<file path="config.mk">
export PLATFORM = sky130hd
export DESIGN_NAME = uart_peripheral
export DESIGN_NICKNAME = d
export VERILOG_FILES = /design/src/rtl/uart_pkg.sv /design/src/rtl/uart_rx_core.sv /design/src/rtl/uart_peripheral.sv
export SDC_FILE = /design/constraint.sdc
export NUM_CORES = 1
export LEC_CHECK = 0
export BUFFER_PORTS_ARGS = -buffer_cell sky130_fd_sc_hd__buf_2
export CAP_MARGIN = 40
export CORE_ASPECT_RATIO = 0.6
export CORE_MARGIN = 5
export CORE_UTILIZATION = 55
export CTS_CLUSTER_DIAMETER = 80
export CTS_CLUSTER_SIZE = 24
export DETAILED_ROUTE_END_ITERATION = 8
export GPL_ROUTABILITY_DRIVEN = 0
export PLACE_DENSITY_LB_ADDON = 0.05
export SLEW_MARGIN = 20
export SYNTH_ARGS = -nofsm -noshare
export SYNTH_HDL_FRONTEND = slang
export SYNTH_SLANG_ARGS = --single-unit
export TNS_END_PERCENT = 20
</file>
<file path="constraint.sdc">
create_clock -name clk -period 3.3 [get_ports clk]
set_clock_uncertainty 0.05 [all_clocks]
set_input_delay 0.66 -clock clk [delete_from_list [all_inputs] [get_ports clk]]
set_output_delay 0.66 -clock clk [all_outputs]
set_load 0.02 [all_outputs]
</file>
<file path="src/rtl/uart_pkg.sv">
// Shared definitions for the memory-mapped 8N1 UART: register offsets,
// STATUS bit positions, FSM state types and the divisor clamp helper.
package uart_pkg;

    localparam logic [3:0] UART_TXDATA  = 4'h0;
    localparam logic [3:0] UART_RXDATA  = 4'h4;
    localparam logic [3:0] UART_STATUS  = 4'h8;
    localparam logic [3:0] UART_BAUDDIV = 4'hC;

    localparam int ST_TX_BUSY  = 0;
    localparam int ST_RX_VALID = 1;
    localparam int ST_RX_FERR  = 2;
    localparam int ST_RX_OVR   = 3;
    localparam int ST_TX_OVF   = 4;

    localparam logic [15:0] UART_MIN_DIV = 16'd7;

    typedef enum logic [1:0] {TX_IDLE, TX_START, TX_DATA, TX_STOP} tx_state_t;
    typedef enum logic [1:0] {RX_IDLE, RX_START, RX_DATA, RX_STOP} rx_state_t;

    function automatic logic [15:0] clamp_div(input logic [15:0] v);
        return (v < UART_MIN_DIV) ? UART_MIN_DIV : v;
    endfunction

endpackage

</file>
<file path="src/rtl/uart_rx_core.sv">
// UART receiver: 2-flop synchroniser, start-edge detect, mid-bit sampling FSM.
// done_o pulses for one clock after the stop-bit sample, with data_o/stop_o valid.
module uart_rx_core
    import uart_pkg::*;
(
    input  logic        clk,
    input  logic        reset,
    input  logic        rx_i,
    input  logic [15:0] div_i,
    output logic        done_o,
    output logic [7:0]  data_o,
    output logic        stop_o
);

    logic [1:0]  sync_q;
    logic        prev_q;
    rx_state_t   state_q, state_d;
    logic [15:0] cnt_q, cnt_d;
    logic [15:0] div_q, div_d;
    logic [2:0]  bit_q, bit_d;
    logic [7:0]  shift_q, shift_d;
    logic        done_q, done_d;
    logic        stop_q, stop_d;
    logic        rx_s;
    logic [15:0] half_m1;

    assign rx_s = sync_q[1];
    // (div+1)/2 - 1, written without a 17-bit intermediate
    assign half_m1 = {1'b0, div_q[15:1]} + {15'b0, div_q[0]} - 16'd1;

    always_comb begin
        state_d = state_q;
        cnt_d   = cnt_q;
        div_d   = div_q;
        bit_d   = bit_q;
        shift_d = shift_q;
        done_d  = 1'b0;
        stop_d  = stop_q;
        case (state_q)
            RX_IDLE: begin
                if (prev_q && !rx_s) begin
                    state_d = RX_START;
                    cnt_d   = '0;
                    div_d   = div_i;
                end
            end
            RX_START: begin
                if (cnt_q == half_m1) begin
                    cnt_d   = '0;
                    bit_d   = '0;
                    state_d = rx_s ? RX_IDLE : RX_DATA;
                end else begin
                    cnt_d = cnt_q + 16'd1;
                end
            end
            RX_DATA: begin
                if (cnt_q == div_q) begin
                    cnt_d   = '0;
                    shift_d = {rx_s, shift_q[7:1]};
                    if (bit_q == 3'd7) state_d = RX_STOP;
                    else               bit_d   = bit_q + 3'd1;
                end else begin
                    cnt_d = cnt_q + 16'd1;
                end
            end
            RX_STOP: begin
                if (cnt_q == div_q) begin
                    done_d  = 1'b1;
                    stop_d  = rx_s;
                    state_d = RX_IDLE;
                end else begin
                    cnt_d = cnt_q + 16'd1;
                end
            end
            default: state_d = RX_IDLE;
        endcase
    end

    always_ff @(posedge clk or negedge reset) begin
        if (!reset) begin
            sync_q  <= 2'b11;
            prev_q  <= 1'b1;
            state_q <= RX_IDLE;
            cnt_q   <= '0;
            div_q   <= UART_MIN_DIV;
            bit_q   <= '0;
            shift_q <= '0;
            done_q  <= 1'b0;
            stop_q  <= 1'b1;
        end else begin
            sync_q  <= {sync_q[0], rx_i};
            prev_q  <= rx_s;
            state_q <= state_d;
            cnt_q   <= cnt_d;
            div_q   <= div_d;
            bit_q   <= bit_d;
            shift_q <= shift_d;
            done_q  <= done_d;
            stop_q  <= stop_d;
        end
    end

    assign done_o = done_q;
    assign data_o = shift_q;
    assign stop_o = stop_q;

endmodule

</file>
<file path="src/rtl/uart_peripheral.sv">
// Memory-mapped 8N1 UART slave: register file, decode and transmitter FSM.
// Define UART_RX_EN to build the receiver (uart_rx_core) and STATUS bits [3:1].
module uart_peripheral
    import uart_pkg::*;
#(
    parameter int DATA_WIDTH   = 32,
    parameter int CLKS_PER_BIT = 434
) (
    input  logic                  clk,
    input  logic                  reset,
    input  logic                  Sel,
    input  logic [3:0]            Address,
    input  logic [DATA_WIDTH-1:0] WriteData,
    input  logic                  MemWrite,
    output logic [DATA_WIDTH-1:0] ReadData,
    input  logic                  uart_rx,
    output logic                  uart_tx
);

    localparam logic [15:0] BAUD_RST = 16'(CLKS_PER_BIT - 1);

    logic        wr_en, wr_tx, wr_status, wr_baud;
    logic [3:0]  reg_off;
    logic [15:0] baud_q, baud_d;
    tx_state_t   tx_state_q, tx_state_d;
    logic [15:0] tx_cnt_q, tx_cnt_d;
    logic [15:0] tx_div_q, tx_div_d;
    logic [2:0]  tx_bit_q, tx_bit_d;
    logic [7:0]  tx_shift_q, tx_shift_d;
    logic        tx_q, tx_d;
    logic        tx_ovf_q, tx_ovf_d;
    logic        tx_busy, tx_bit_end;
    logic        rx_valid, rx_ferr, rx_ovr;
    logic [7:0]  rx_byte;
    logic [31:0] status_w;
    logic        unused_bits;

    assign reg_off   = {Address[3:2], 2'b00};
    assign wr_en     = Sel & MemWrite;
    assign wr_tx     = wr_en && (reg_off == UART_TXDATA);
    assign wr_status = wr_en && (reg_off == UART_STATUS);
    assign wr_baud   = wr_en && (reg_off == UART_BAUDDIV);
    assign unused_bits = ^{WriteData[DATA_WIDTH-1:16], Address[1:0]};

    assign tx_busy    = (tx_state_q != TX_IDLE);
    assign tx_bit_end = (tx_cnt_q == tx_div_q);
    assign baud_d     = wr_baud ? clamp_div(WriteData[15:0]) : baud_q;
    // hardware set wins over a same-cycle W1C clear
    assign tx_ovf_d   = (tx_ovf_q & ~(wr_status & WriteData[ST_TX_OVF])) | (wr_tx & tx_busy);

    always_comb begin
        tx_state_d = tx_state_q;
        tx_cnt_d   = tx_cnt_q;
        tx_div_d   = tx_div_q;
        tx_bit_d   = tx_bit_q;
        tx_shift_d = tx_shift_q;
        tx_d       = tx_q;
        case (tx_state_q)
            TX_IDLE: begin
                if (wr_tx) begin
                    tx_state_d = TX_START;
                    tx_cnt_d   = '0;
                    tx_div_d   = baud_q;
                    tx_shift_d = WriteData[7:0];
                    tx_d       = 1'b0;
                end
            end
            TX_START: begin
                if (tx_bit_end) begin
                    tx_state_d = TX_DATA;
                    tx_cnt_d   = '0;
                    tx_bit_d   = '0;
                    tx_d       = tx_shift_q[0];
                    tx_shift_d = {1'b0, tx_shift_q[7:1]};
                end else begin
                    tx_cnt_d = tx_cnt_q + 16'd1;
                end
            end
            TX_DATA: begin
                if (tx_bit_end) begin
                    tx_cnt_d = '0;
                    if (tx_bit_q == 3'd7) begin
                        tx_state_d = TX_STOP;
                        tx_d       = 1'b1;
                    end else begin
                        tx_bit_d   = tx_bit_q + 3'd1;
                        tx_d       = tx_shift_q[0];
                        tx_shift_d = {1'b0, tx_shift_q[7:1]};
                    end
                end else begin
                    tx_cnt_d = tx_cnt_q + 16'd1;
                end
            end
            TX_STOP: begin
                if (tx_bit_end) tx_state_d = TX_IDLE;
                else            tx_cnt_d   = tx_cnt_q + 16'd1;
            end
            default: tx_state_d = TX_IDLE;
        endcase
    end

    always_ff @(posedge clk or negedge reset) begin
        if (!reset) begin
            baud_q     <= BAUD_RST;
            tx_state_q <= TX_IDLE;
            tx_cnt_q   <= '0;
            tx_div_q   <= BAUD_RST;
            tx_bit_q   <= '0;
            tx_shift_q <= '0;
            tx_q       <= 1'b1;
            tx_ovf_q   <= 1'b0;
        end else begin
            baud_q     <= baud_d;
            tx_state_q <= tx_state_d;
            tx_cnt_q   <= tx_cnt_d;
            tx_div_q   <= tx_div_d;
            tx_bit_q   <= tx_bit_d;
            tx_shift_q <= tx_shift_d;
            tx_q       <= tx_d;
            tx_ovf_q   <= tx_ovf_d;
        end
    end

    assign uart_tx = tx_q;

`ifdef UART_RX_EN
    logic       rx_done, rx_stop;
    logic [7:0] rx_data;
    logic       rx_valid_q, rx_ferr_q, rx_ovr_q;
    logic [7:0] rx_byte_q;
    logic [3:1] clr;

    uart_rx_core u_rx (
        .clk    (clk),
        .reset  (reset),
        .rx_i   (uart_rx),
        .div_i  (baud_q),
        .done_o (rx_done),
        .data_o (rx_data),
        .stop_o (rx_stop)
    );

    assign clr = wr_status ? WriteData[3:1] : 3'b000;

    always_ff @(posedge clk or negedge reset) begin
        if (!reset) begin
            rx_valid_q <= 1'b0;
            rx_ferr_q  <= 1'b0;
            rx_ovr_q   <= 1'b0;
            rx_byte_q  <= '0;
        end else begin
            rx_valid_q <= (rx_valid_q & ~clr[ST_RX_VALID]) | rx_done;
            rx_ferr_q  <= (rx_ferr_q & ~clr[ST_RX_FERR]) | (rx_done & ~rx_stop);
            rx_ovr_q   <= (rx_ovr_q & ~clr[ST_RX_OVR]) | (rx_done & rx_valid_q);
            if (rx_done) rx_byte_q <= rx_data;
        end
    end

    assign rx_valid = rx_valid_q;
    assign rx_ferr  = rx_ferr_q;
    assign rx_ovr   = rx_ovr_q;
    assign rx_byte  = rx_byte_q;
`else
    logic unused_rx;
    assign unused_rx = uart_rx;
    assign rx_valid  = 1'b0;
    assign rx_ferr   = 1'b0;
    assign rx_ovr    = 1'b0;
    assign rx_byte   = 8'h00;
`endif

    always_comb begin
        status_w              = '0;
        status_w[ST_TX_BUSY]  = tx_busy;
        status_w[ST_RX_VALID] = rx_valid;
        status_w[ST_RX_FERR]  = rx_ferr;
        status_w[ST_RX_OVR]   = rx_ovr;
        status_w[ST_TX_OVF]   = tx_ovf_q;
    end

    always_comb begin
        ReadData = '0;
        if (Sel) begin
            case (reg_off)
                UART_RXDATA:  ReadData = {24'b0, rx_byte};
                UART_STATUS:  ReadData = status_w;
                UART_BAUDDIV: ReadData = {16'b0, baud_q};
                default:      ReadData = '0;
            endcase
        end
    end

endmodule

</file>
-- Word level (Yosys, flattened, before mapping)
Index checks and enable logic that the tools add are counted.
- $add $sub $neg: 2
- $mul: 0
- divide/modulo/power cells: 0
- order comparisons: 1
- equality and inequality tests: 14
- shift-type cells: 0
- mux-type cells: 27
- bitwise operators: 6
- reductions and logical operators: 15
- operator list (kind ; count):
    $mux W16 ; 4
    $pmux W16 S3 ; 1
    $mux W32 ; 1
    $mux W8 ; 4
    $pmux W16 S2 ; 1
    $pmux W8 S3 ; 1
    $add A16 B1 Y16 const B ; 1
    $eq A16 B16 Y1 ; 1
    $lt A16 B3 Y1 const B ; 1
    $ne A2 B2 Y1 const B ; 7
    $mux W2 ; 5
    $reduce_and A5 Y1 ; 2
    $mux W3 ; 3
    $eq A2 B2 Y1 const B ; 4
    $pmux W2 S4 ; 1
    $reduce_and A4 Y1 ; 2
    $pmux W3 S2 ; 1
    $and A1 B1 Y1 ; 4
    $logic_not A4 Y1 ; 1
    $mux W1 ; 4
    $reduce_and A2 Y1 ; 2
    $reduce_bool A2 Y1 ; 2
    $add A3 B1 Y3 const B ; 1
    $eq A3 B3 Y1 const B ; 1
    8 further kinds ; 10
- register bits after elaboration: 63
- latch bits: 0
- RAM bits: 0
- ROM bits: 0
- input bits: 41
- output and inout bits: 33
- memories kept: 0

-- Longest topological paths before layout
Gate-level depths: netlist (run 1).
- depth in word-level cells: 6
- mapped depth: 9
- depth with buffers taken out: 7

-- Worst setup path before layout (run 1)
No wires, ideal clock.
- kind: input -> register
- from: in Address[2]
- to: reg tx_div_q[10]
- library setup time: 0.125 ns
- arrival time: 1.877 ns
- required time: 3.125 ns
- slack: 1.248 ns
- stages: 4
- buffers on the path: 1
- cell sequence: nand3b_1 nor3b_2 buf_2 mux2_2
- word-level cells in the longest chain between the ends: 3
- ends and longest elaborated chain (element ; RTL line ; text):
    from (decl) ; uart_peripheral.sv:12 ; input logic [3:0] Address,
    $logic_not A4 Y1 ; uart_peripheral.sv:40 ; assign wr_tx = wr_en && (reg_off == UART_TXDATA);
    $logic_and A1 B1 Y1 ; uart_peripheral.sv:40 ;
    $reduce_and A2 Y1 (no source line) ; n/a ;
    to (signal assigned) ; uart_peripheral.sv:116 ; tx_div_q <= tx_div_d;
    to (decl) ; uart_peripheral.sv:27 ; logic [15:0] tx_div_q, tx_div_d;
No other way between the ends.
A chain may end at the register's enable or synchronous reset.

-- Worst setup path in the final report (run 1)
- from: in Address[3]
- to: out ReadData[13]
- word-level cells in the longest chain between the ends: 3
- ends and longest elaborated chain (element ; RTL line ; text):
    $eq A2 B2 Y1 ; uart_peripheral.sv:184 ; case (reg_off)
    $pmux W16 S2 * ; uart_peripheral.sv:184 ;
    $mux W32 * ; uart_peripheral.sv:183 ; if (Sel) begin
    to (decl) ; uart_peripheral.sv:15 ; output logic [DATA_WIDTH-1:0] ReadData,
Mark *: on every way between the ends. The rest lies on a longest branch, timed or not.

==> run_results.csv, run 1 <==
group,metric,value,unit
pwr,finalPower,0.002822,W
grt,grt_max_degree,24,
logic_synthesis,syn_area,3447,um2
grt,grt_usage,19.73,%
clock_tree,clock-sinks,63,
logic_synthesis,synth_seq_area_share,46.13,%
logic_synthesis,synthCells,351,
logic_synthesis,yosysWarningCount,0,
sta,period_minus_slack,2.343,ns
sta,hold_viol_final,0,
logic_synthesis,synth_top_family_by_area,"simple AND/OR/NAND/NOR gates",
grt,grt_overflow,0,
logic_synthesis,synth_cell_types,47,
setup_path,cp_top_family,"simple AND/OR/NAND/NOR gates",
sta,max_freq,426.8,MHz
clock_tree,clk_path_buf_depth,2,
layout,drive_gt1_share,23.43,%
floorplanning,die_y,71.32,um
logic_synthesis,synthAdderAreaFrac,2.904,%
clock_tree,clk_pin_slew,0.07,ns
sta,slew_violations,0,
setup_path,r2r_slack,1.14,ns
setup_path,cp_slowest_stage_delay,0.46,ns
logic_synthesis,synth_edf_count,0,
layout,synthToLayoutAreaGrowth,10.71,%
route,vias_per_cell,5.252,
setup_path,worstPathArrival,1.63,ns
job,maxCapViolations,0,
layout,final_common_cell,"nand2_1",
floorplanning,core,6111,um2
logic_synthesis,synth_compound_area_share,11.00,%
logic_synthesis,synth.area.mux_share,8.457,%
setup_path,crit_buf_inv,2,
sta,rsz0062_at_grt,"false",
run_status,status,"finished clean",
clock_tree,cts_root_buf,"clkbuf_8",
route,wire_per_inst,15.53,um
sta,fin_crit_sh,70.99,%
floorplanning,start_util,56.41,%
setup_path,startpoint_type,"input pin",
floorplanning,die_area,8002,um2
layout,multi_input_area,1703,um2
clock_tree,post_cts_resized,0,
logic_synthesis,synth.avg_cell_area,9.821,um2
logic_synthesis,synth_seq_cells,63,
grt,antenna_found_initial,0,
logic_synthesis,ys.flop_type,"dfrtp_1",
route,detail-route-antenna-nets,0,
setup_path,endpoint_kind,"primary output",
floorplanning,ioPinCount,74,
route,vias,2526,
sta,setup_tns,0,ns
setup_path,required,2.59,ns
clock_tree,cts_buffers,9,
setup_path,path_class,"input pin to primary output",
floorplanning,std_cell_rows,22,
sta,relSlewSlack,52.20,%
clock_tree,holdBufCountCts,0,
sta,finalSetupViolations,0,
route,drcViolationCount,0,
clock_tree,cts_setup_buffers,0,
clock_tree,cts_tree,"done",
grt,grt_pass1_wl,12430,um
logic_synthesis,synthSimpleGateAreaFrac,19.20,%
setup_path,cpMostUsedCell,"buf_2",
route,drt-total-wl,7469,um
pwr,p_per_area,739.4,nW/um2
setup_path,cp_slowest_cell,"and3_1",
setup_path,cp_max_fo,16,
layout,num-fill-cells,538,
pwr,p_leak,1.788,nW
grt,grt_pass1_vias,2401,
pwr,vdd_ir_drop_max,0.4213,mV
clock_tree,htreeDepth,3,
setup_path,path_cells,"buf_2, and3_1, and2_1, buf_2",
route,drtIter0Drc,186,
clock_tree,clk_latency,0.34,ns
place,portBuffers,38,
layout,seq_area,1590,um2
floorplanning,die_w,112.2,um
route,firstDrtPassIters,4,
logic_synthesis,async_flop_share,100.0,%
layout,nets,441,
worst_hold_path,min_path_type,"input pin to async pin",
layout,final_cell_mix,"nand2_1 (62), dfrtp_1 (52), buf_2 (38), xnor2_1 (24), nor2_1 (20)",
logic_synthesis,synth-xor-area-share,6.098,%
sta,tightest_slew,0.7078,ns
place,hpwlAfterDp,5677,um
layout,antenna_cells,0,
-- worst paths after layout --
kind,endpoint,depth (start not counted),startpoint
max,ReadData[13],4,Address[3]
min,baud_q[14],1,reset
max reg2reg,tx_cnt_q[15],6,tx_state_q[1]
min reg2reg,baud_q[8],2,baud_q[8]
max in group asynchronous,baud_q[5],2,reset
min in group clk,baud_q[8],2,baud_q[8]
-- cell type report --
class,instances,area share [%]
tap,84,2.754
timing repair buffer,44,6.164
clock buffer,11,3.443
sequential,63,41.67
multi-input combinational,267,44.62
inverter,7,0.6885
clock inverter,5,0.6557
-- synth_stat cells, types with 2 or more instances --
| cell | n | area, um2 |
|---|---|---|
| a21oi_1 | 7 | 35.03 |
| clkbuf_1 | 8 | 30.03 |
| nand3_1 | 11 | 55.05 |
| o22a_1 | 3 | 26.28 |
| and3_1 | 6 | 37.54 |
| nor2_1 | 20 | 75.07 |
| ha_1 | 8 | 100.1 |
| o21ai_0 | 19 | 95.09 |
| o21bai_1 | 2 | 15.01 |
| inv_1 | 7 | 26.28 |
| mux2_2 | 17 | 191.4 |
| o21ai_1 | 3 | 15.01 |
| a211oi_1 | 4 | 30.03 |
| nand2_1 | 62 | 232.7 |
| nor3_1 | 7 | 35.03 |
| and2_1 | 15 | 93.84 |
| buf_2 | 3 | 15.01 |
| dfrtp_1 | 52 | 1301 |
| dfstp_2 | 11 | 289.0 |
| a211o_1 | 2 | 17.52 |
| mux2i_1 | 10 | 100.1 |
| nand4_1 | 6 | 37.54 |
| nand3b_1 | 2 | 15.01 |
| a22o_1 | 4 | 35.03 |
| xnor2_1 | 24 | 210.2 |
| buf_4 | 17 | 127.6 |
-- metrics by stage --
step	cell area, um2	worst slack, ns	instances	hold slack (ns)	util, %
after floorplan	3503	1.248	366	0.3144	-
after global placement	3652	0.8344	464	0.4046	59.77
final	3816	0.9572	481	0.2316	62.45
after CTS	3816	0.9343	481	0.2342	62.45
after detailed placement	3660	0.9452	465	0.4101	59.89
after global routing	3816	0.8317	481	0.2604	62.45
-- where the power goes --
group	internal [W]	switching, W	leakage, nW	total [W]
Clock	0.000266	0.000288	0.0866	0.000554
Combinational	0.000451	0.000633	0.913	0.00108
Sequential	0.00101	0.000170	0.789	0.00118
-- kinds of logic after synthesis --
| kind of cell | count (synthesis) |
|---|---|
| buffers and inverters | 36 |
| AO/OA/AOI/OAI | 54 |
| flip-flops | 63 |
| multiplexers | 27 |
| XOR/XNOR | 24 |
| other | 1 |
| adder cells (fa/ha/maj) | 8 |
| AND/OR/NAND/NOR | 138 |
-- routing by layer --
layer | track usage [%] | share of wire [%]
met1 | 30.24 | 50
met2 | 26.86 | 43
met3 | 5.232 | 6.7
met4 | 6.400 | 0.40
met5 | 0 | 0
-- sequential cells by signal, summed over array words and instances, names as in the netlist --
signal,flops
tx_shift_q,8
tx_bit_q,3
tx_div_q,16
tx_ovf_q,1
tx_state_q,2
tx_cnt_q,16
baud_q,16
uart_tx,1
Power figures use the tool's default switching activity.
==> inputs of run 2 (changes only) <==
==> constraint.sdc (replaced) <==
create_clock -name clk -period 2.4 [get_ports clk]
set_clock_uncertainty 0.05 [all_clocks]
set_input_delay 0.48 -clock clk [delete_from_list [all_inputs] [get_ports clk]]
set_output_delay 0.48 -clock clk [all_outputs]
set_load 0.02 [all_outputs]
==> run 2 against run 1 <==
  * Total power increased by 41%
  * Register-to-register slack lost 0.86 ns
  * Combinational power up 43%
  * Critical endpoint is now ReadData[0]
  * Highest routed layer unchanged
==> run_results.csv, run 2 (synthesis gave the netlist of run 1 again) <==
group,metric,value,unit
sta,max_freq,470.6,MHz
clock_tree,holdBufCountCts,0,
clock_tree,clk_path_buf_depth,2,
layout,antenna_cells,0,
floorplanning,std_cell_rows,22,
clock_tree,clk_latency,0.33,ns
sta,rsz0062_at_grt,"false",
place,hpwlAfterDp,5658,um
job,maxCapViolations,0,
clock_tree,htreeDepth,3,
floorplanning,start_util,56.41,%
setup_path,cp_slowest_stage_delay,0.44,ns
sta,slew_violations,0,
layout,final_common_cell,"nand2_1",
floorplanning,core,6111,um2
route,drcViolationCount,0,
floorplanning,die_area,8002,um2
floorplanning,ioPinCount,74,
clock_tree,clock-sinks,63,
route,drtIter0Drc,174,
sta,hold_viol_final,0,
sta,finalSetupViolations,0,
pwr,p_per_area,1027,nW/um2
route,vias_per_cell,5.319,
pwr,p_leak,1.807,nW
place,placed_area,3700,um2
layout,final_cell_mix,"nand2_1 (62), dfrtp_1 (52), buf_2 (38), xnor2_1 (24), nor2_1 (20)",
layout,nets,443,
layout,multi_input_area,1704,um2
place,portBuffers,38,
route,vias,2569,
route,firstDrtPassIters,4,
sta,setup_tns,0,ns
layout,drive_gt1_share,23.56,%
clock_tree,cts_tree,"done",
route,detail-route-antenna-nets,0,
sta,period_minus_slack,2.125,ns
setup_path,cp_slowest_cell,"dfrtp_1",
grt,grt_max_degree,41,
grt,grt_usage,19.56,%
grt,grt_pass1_vias,2455,
worst_hold_path,min_path_type,"input pin to async pin",
setup_path,worstPathArrival,1.59,ns
floorplanning,die_w,112.2,um
setup_path,required,1.87,ns
sta,relSlewSlack,60.28,%
setup_path,cpMostUsedCell,"nor2_1",
clock_tree,clk_pin_slew,0.06,ns
setup_path,path_cells,"inv_1, ha_1, nor2_1, a21oi_1, nor2_1, buf_2",
layout,largest_registers,"baud_q: 16 flops, tx_cnt_q: 16 flops, tx_div_q: 16 flops",
setup_path,endpoint_kind,"primary output",
sta,fin_crit_sh,88.54,%
setup_path,startpoint_type,"flip-flop",
layout,seq_area,1590,um2
clock_tree,cts_root_buf,"clkbuf_8",
layout,design_area,3872,um2
layout,synthToLayoutAreaGrowth,12.34,%
clock_tree,cts_buffers,9,
setup_path,cp_max_fo,8,
grt,grt_pass1_wl,12390,um
setup_path,path_class,"flip-flop to primary output",
floorplanning,die_y,71.32,um
grt,grt_overflow,0,
layout,num-fill-cells,525,
grt,antenna_found_initial,0,
sta,tightest_slew,0.5881,ns
run_status,status,"finished clean",
pwr,vdd_ir_drop_max,0.4427,mV
route,wire_per_inst,15.47,um
route,drt-total-wl,7470,um
[run 2: through the flow]
step                worst slack (ns)  instances  total power [W]  hold slack (ns)  util (%)
floorplan                     0.4304        366         0.002760           0.1344         -
global placement             0.08773        466         0.003112           0.4073     60.42
detailed placement            0.2233        467         0.003191           0.4147     60.54
CTS                           0.2116        483         0.004014          0.09117     63.35
global route                 0.06092        483         0.004281           0.1064     63.37
finish                        0.2750        483         0.003979          0.09315     63.37
[run 2: final timing paths]
path | cells after the start | endpoint | from | slack, ns
max in group asynchronous | 2 | baud_q[0] | reset | 1.53
min reg2reg | 2 | baud_q[7] | baud_q[7] | 0.42
max reg2reg | 7 | tx_shift_q[1] | tx_cnt_q[5] | 0.28
min in group clk | 3 | baud_q[8] | WriteData[8] | 0.31
min | 1 | baud_q[12] | reset | 0.09
max | 6 | ReadData[0] | tx_state_q[0] | 0.28
[run 2: area by class of cell]
cell class / instances / share of cell area [%]
Inverter: 7 / 0.6785
Sequential cell: 63 / 41.07
Timing Repair Buffer: 46 / 7.108
Tap cell: 84 / 2.714
Clock inverter: 1 / 0.1292
Clock buffer: 15 / 4.297
Multi-Input combinational cell: 267 / 44.01
[run 2: layer usage]
metal	global-route usage, %	share of wire (%)
met1	29.76	53
met2	27.33	42
met3	5.148	4.5
met4	5.600	0.68
met5	0	0
[run 2: power breakdown]
part	total, W	switching [W]	leakage [nW]	internal, W
sequential	0.00163	0.000234	0.789	0.00139
clock	0.000808	0.000376	0.0877	0.000432
combinational	0.00154	0.000886	0.931	0.000657
[run 2: critical path, delay by kind of cell (launching register included)]
kind	cells	cell delay, ns
fa+ha+maj	1	0.30
buf+inv	2	0.26
simple gates	2	0.22
compound gates	1	0.04
flops	1	0.44
[run 2: what timing repair did]
item,CTS,global route
setup endpoints to repair,0,2
buffers inserted,0,0
hold endpoints to repair,0,0
gates resized for setup,0,1
==> inputs of run 3 (changes only) <==
--- a/config.mk
+++ b/config.mk
@@ -8,13 +8,13 @@
 export BUFFER_PORTS_ARGS = -buffer_cell sky130_fd_sc_hd__buf_2
 export CAP_MARGIN = 40
 export CORE_ASPECT_RATIO = 0.6
-export CORE_MARGIN = 5
 export CORE_UTILIZATION = 55
 export CTS_CLUSTER_DIAMETER = 80
 export CTS_CLUSTER_SIZE = 24
 export DETAILED_ROUTE_END_ITERATION = 8
 export GPL_ROUTABILITY_DRIVEN = 0
-export PLACE_DENSITY_LB_ADDON = 0.05
+export HOLD_SLACK_MARGIN = 0.15
+export PLACE_DENSITY = 0.82
 export SLEW_MARGIN = 20
 export SYNTH_ARGS = -nofsm -noshare
 export SYNTH_HDL_FRONTEND = slang
==> run 3 against run 2 <==
  * Sequential share of layout area down 0.73 points
  * Total power up 7.6%
  * Flip-flop and latch count unchanged
  * Worst hold slack better by 0.18 ns
==> run_results.csv, run 3 (synthesis gave the netlist of run 1 again) <==
group,metric,value,unit
grt,grt_overflow,0,
place,hpwlAfterDp,5508,um
setup_path,r2r_slack,0.15,ns
place,preCtsSetupSlack,0.2164,ns
setup_path,path_cells,"xnor2_1, nand4_1, nor4_4, buf_12, o211ai_1, buf_4, nand2_1, o21ai_0",
sta,slew_violations,0,
layout,drive_gt1_share,24.50,%
setup_path,path_class,"flip-flop to flip-flop",
sta,finalSetupViolations,0,
route,wire_per_inst,15.99,um
route,firstDrtPassIters,4,
run_status,status,"finished clean",
grt,grt_max_degree,64,
place,placed_area,3695,um2
route,drtIter0Drc,228,
sta,worst_slack,0.1500,ns
sta,whs,0.2722,ns
sta,fin_crit_sh,93.75,%
job,maxCapViolations,0,
setup_path,cp_max_fo,22,
worst_hold_path,min_path_type,"input pin to flip-flop",
clock_tree,clock-sinks,63,
pwr,p_per_area,1086,nW/um2
pwr,p_leak,1.834,nW
layout,fin_util,67.89,%
route,drcViolationCount,0,
layout,final_cell_mix,"nand2_1 (62), dfrtp_1 (52), buf_2 (38), xnor2_1 (23), nor2_1 (20)",
clock_tree,clk_pin_slew,0.08,ns
grt,grt_pass1_vias,2647,
setup_path,required,2.58,ns
place,portBuffers,38,
setup_path,reg2reg_to,"tx_shift_q[5]",
route,detail-route-antenna-nets,0,
setup_path,cp_slowest_stage_delay,0.55,ns
setup_path,worstPathArrival,2.43,ns
clock_tree,cts_buffers,9,
floorplanning,die_w,104.2,um
route,vias_per_cell,5.490,
setup_path,r2r-start,"tx_div_q[0]",
layout,largest_registers,"baud_q: 16 flops, tx_cnt_q: 16 flops, tx_div_q: 16 flops",
sta,relSlewSlack,51.10,%
floorplanning,core,5807,um2
grt,antenna_found_initial,0,
layout,final_common_cell,"nand2_1",
sta,max_freq,444.4,MHz
setup_path,rr_worst_depth,8,
floorplanning,die_area,6598,um2
sta,period_minus_slack,2.250,ns
layout,design_area,3943,um2
setup_path,startpoint_type,"flip-flop",
setup_path,startpoint,"tx_div_q[0]",
sta,rsz0062_at_grt,"false",
clock_tree,cts_root_buf,"clkbuf_8",
layout,antenna_cells,0,
sta,setup_tns,0,ns
route,vias,2635,
route,drt-total-wl,7673,um
grt,grt_usage,26.15,%
floorplanning,die_y,63.32,um
floorplanning,std_cell_rows,21,
clock_tree,clk_latency,0.36,ns
grt,grt_pass1_wl,13160,um
setup_path,cp_slowest_cell,"dfstp_2",
clock_tree,cts_tree,"done",
layout,synthToLayoutAreaGrowth,14.37,%
floorplanning,start_util,59.36,%
clock_tree,clk_path_buf_depth,2,
pwr,vdd_ir_drop_max,0.4486,mV
sta,tightest_slew,0.7240,ns
setup_path,crit_path_end,"tx_shift_q[5]",
setup_path,endpoint_kind,"flip-flop",
floorplanning,ioPinCount,74,
layout,nets,444,
clock_tree,htreeDepth,3,
sta,hold_viol_final,0,
run 3: changes by cell type in the layout (fill, tap and decap cells not counted), sizes merged:
cell and change:
clkinvlp +2, inv +1, dlygate4sd3 +1, clkbuf -5
bufinv +2
run 3: cell type report:
class / instances / area [um2]
Fill cell: 457 / 1864
Multi-Input combinational cell: 267 / 1710
Sequential cell: 63 / 1590
Timing Repair Buffer: 47 / 285.3
Clock buffer: 10 / 137.6
Tap cell: 80 / 100.1
Clock inverter: 6 / 92.59
Inverter: 7 / 26.28
run 3: how the worst min path moves through the flow:
stage          cells past startpoint  slack, ns           from          to
2_1_floorplan                      0       0.13          reset  baud_q[10]
3_3_place_gp                       2       0.41      baud_q[8]   baud_q[8]
3_5_place_dp                       2       0.41      baud_q[8]   baud_q[8]
4_1_cts                            3       0.25   WriteData[8]   baud_q[8]
5_1_grt                            3       0.28  WriteData[15]  baud_q[15]
6_report                           3       0.27   WriteData[8]   baud_q[8]
run 3: critical path, delay by kind of cell, from the launching register on:
family,cells,cell delay (ns)
buffers and inverters,2,0.41
xor gates and xnor gates,1,0.15
AOI/OAI and AO/OA,2,0.26
and+or+nand+nor,3,0.69
DFF,1,0.55
run 3: layer usage:
metal	wire [um]	track usage (%)	vias up
li1	-	-	1255
met1	3513	36.12	1265
met2	3341	38.17	100
met3	700	9.006	15
met4	118	9.464	0
met5	0	0	-
run 3: timing repair:
item | in CTS | in global routing
hold endpoints to repair | 52 | 0
gates resized for setup | 0 | 1
hold buffers | 1 | 0
setup buffers | 0 | 0
setup endpoints to repair | 0 | 1
run 3: report_power, final:
part	internal, W	leakage [nW]	switching, W	total [W]
clock	0.000618	0.109	0.000450	0.00107
combinational	0.000659	0.937	0.000924	0.00158
sequential	0.00139	0.789	0.000239	0.00163
run 3: per-stage QoR:
step | total power (W) | std cells
after floorplan | 0.002760 | 366
after global placement | 0.003085 | 462
after detailed placement | 0.003191 | 463
after CTS | 0.004285 | 480
after global routing | 0.004551 | 480
final | 0.004281 | 480
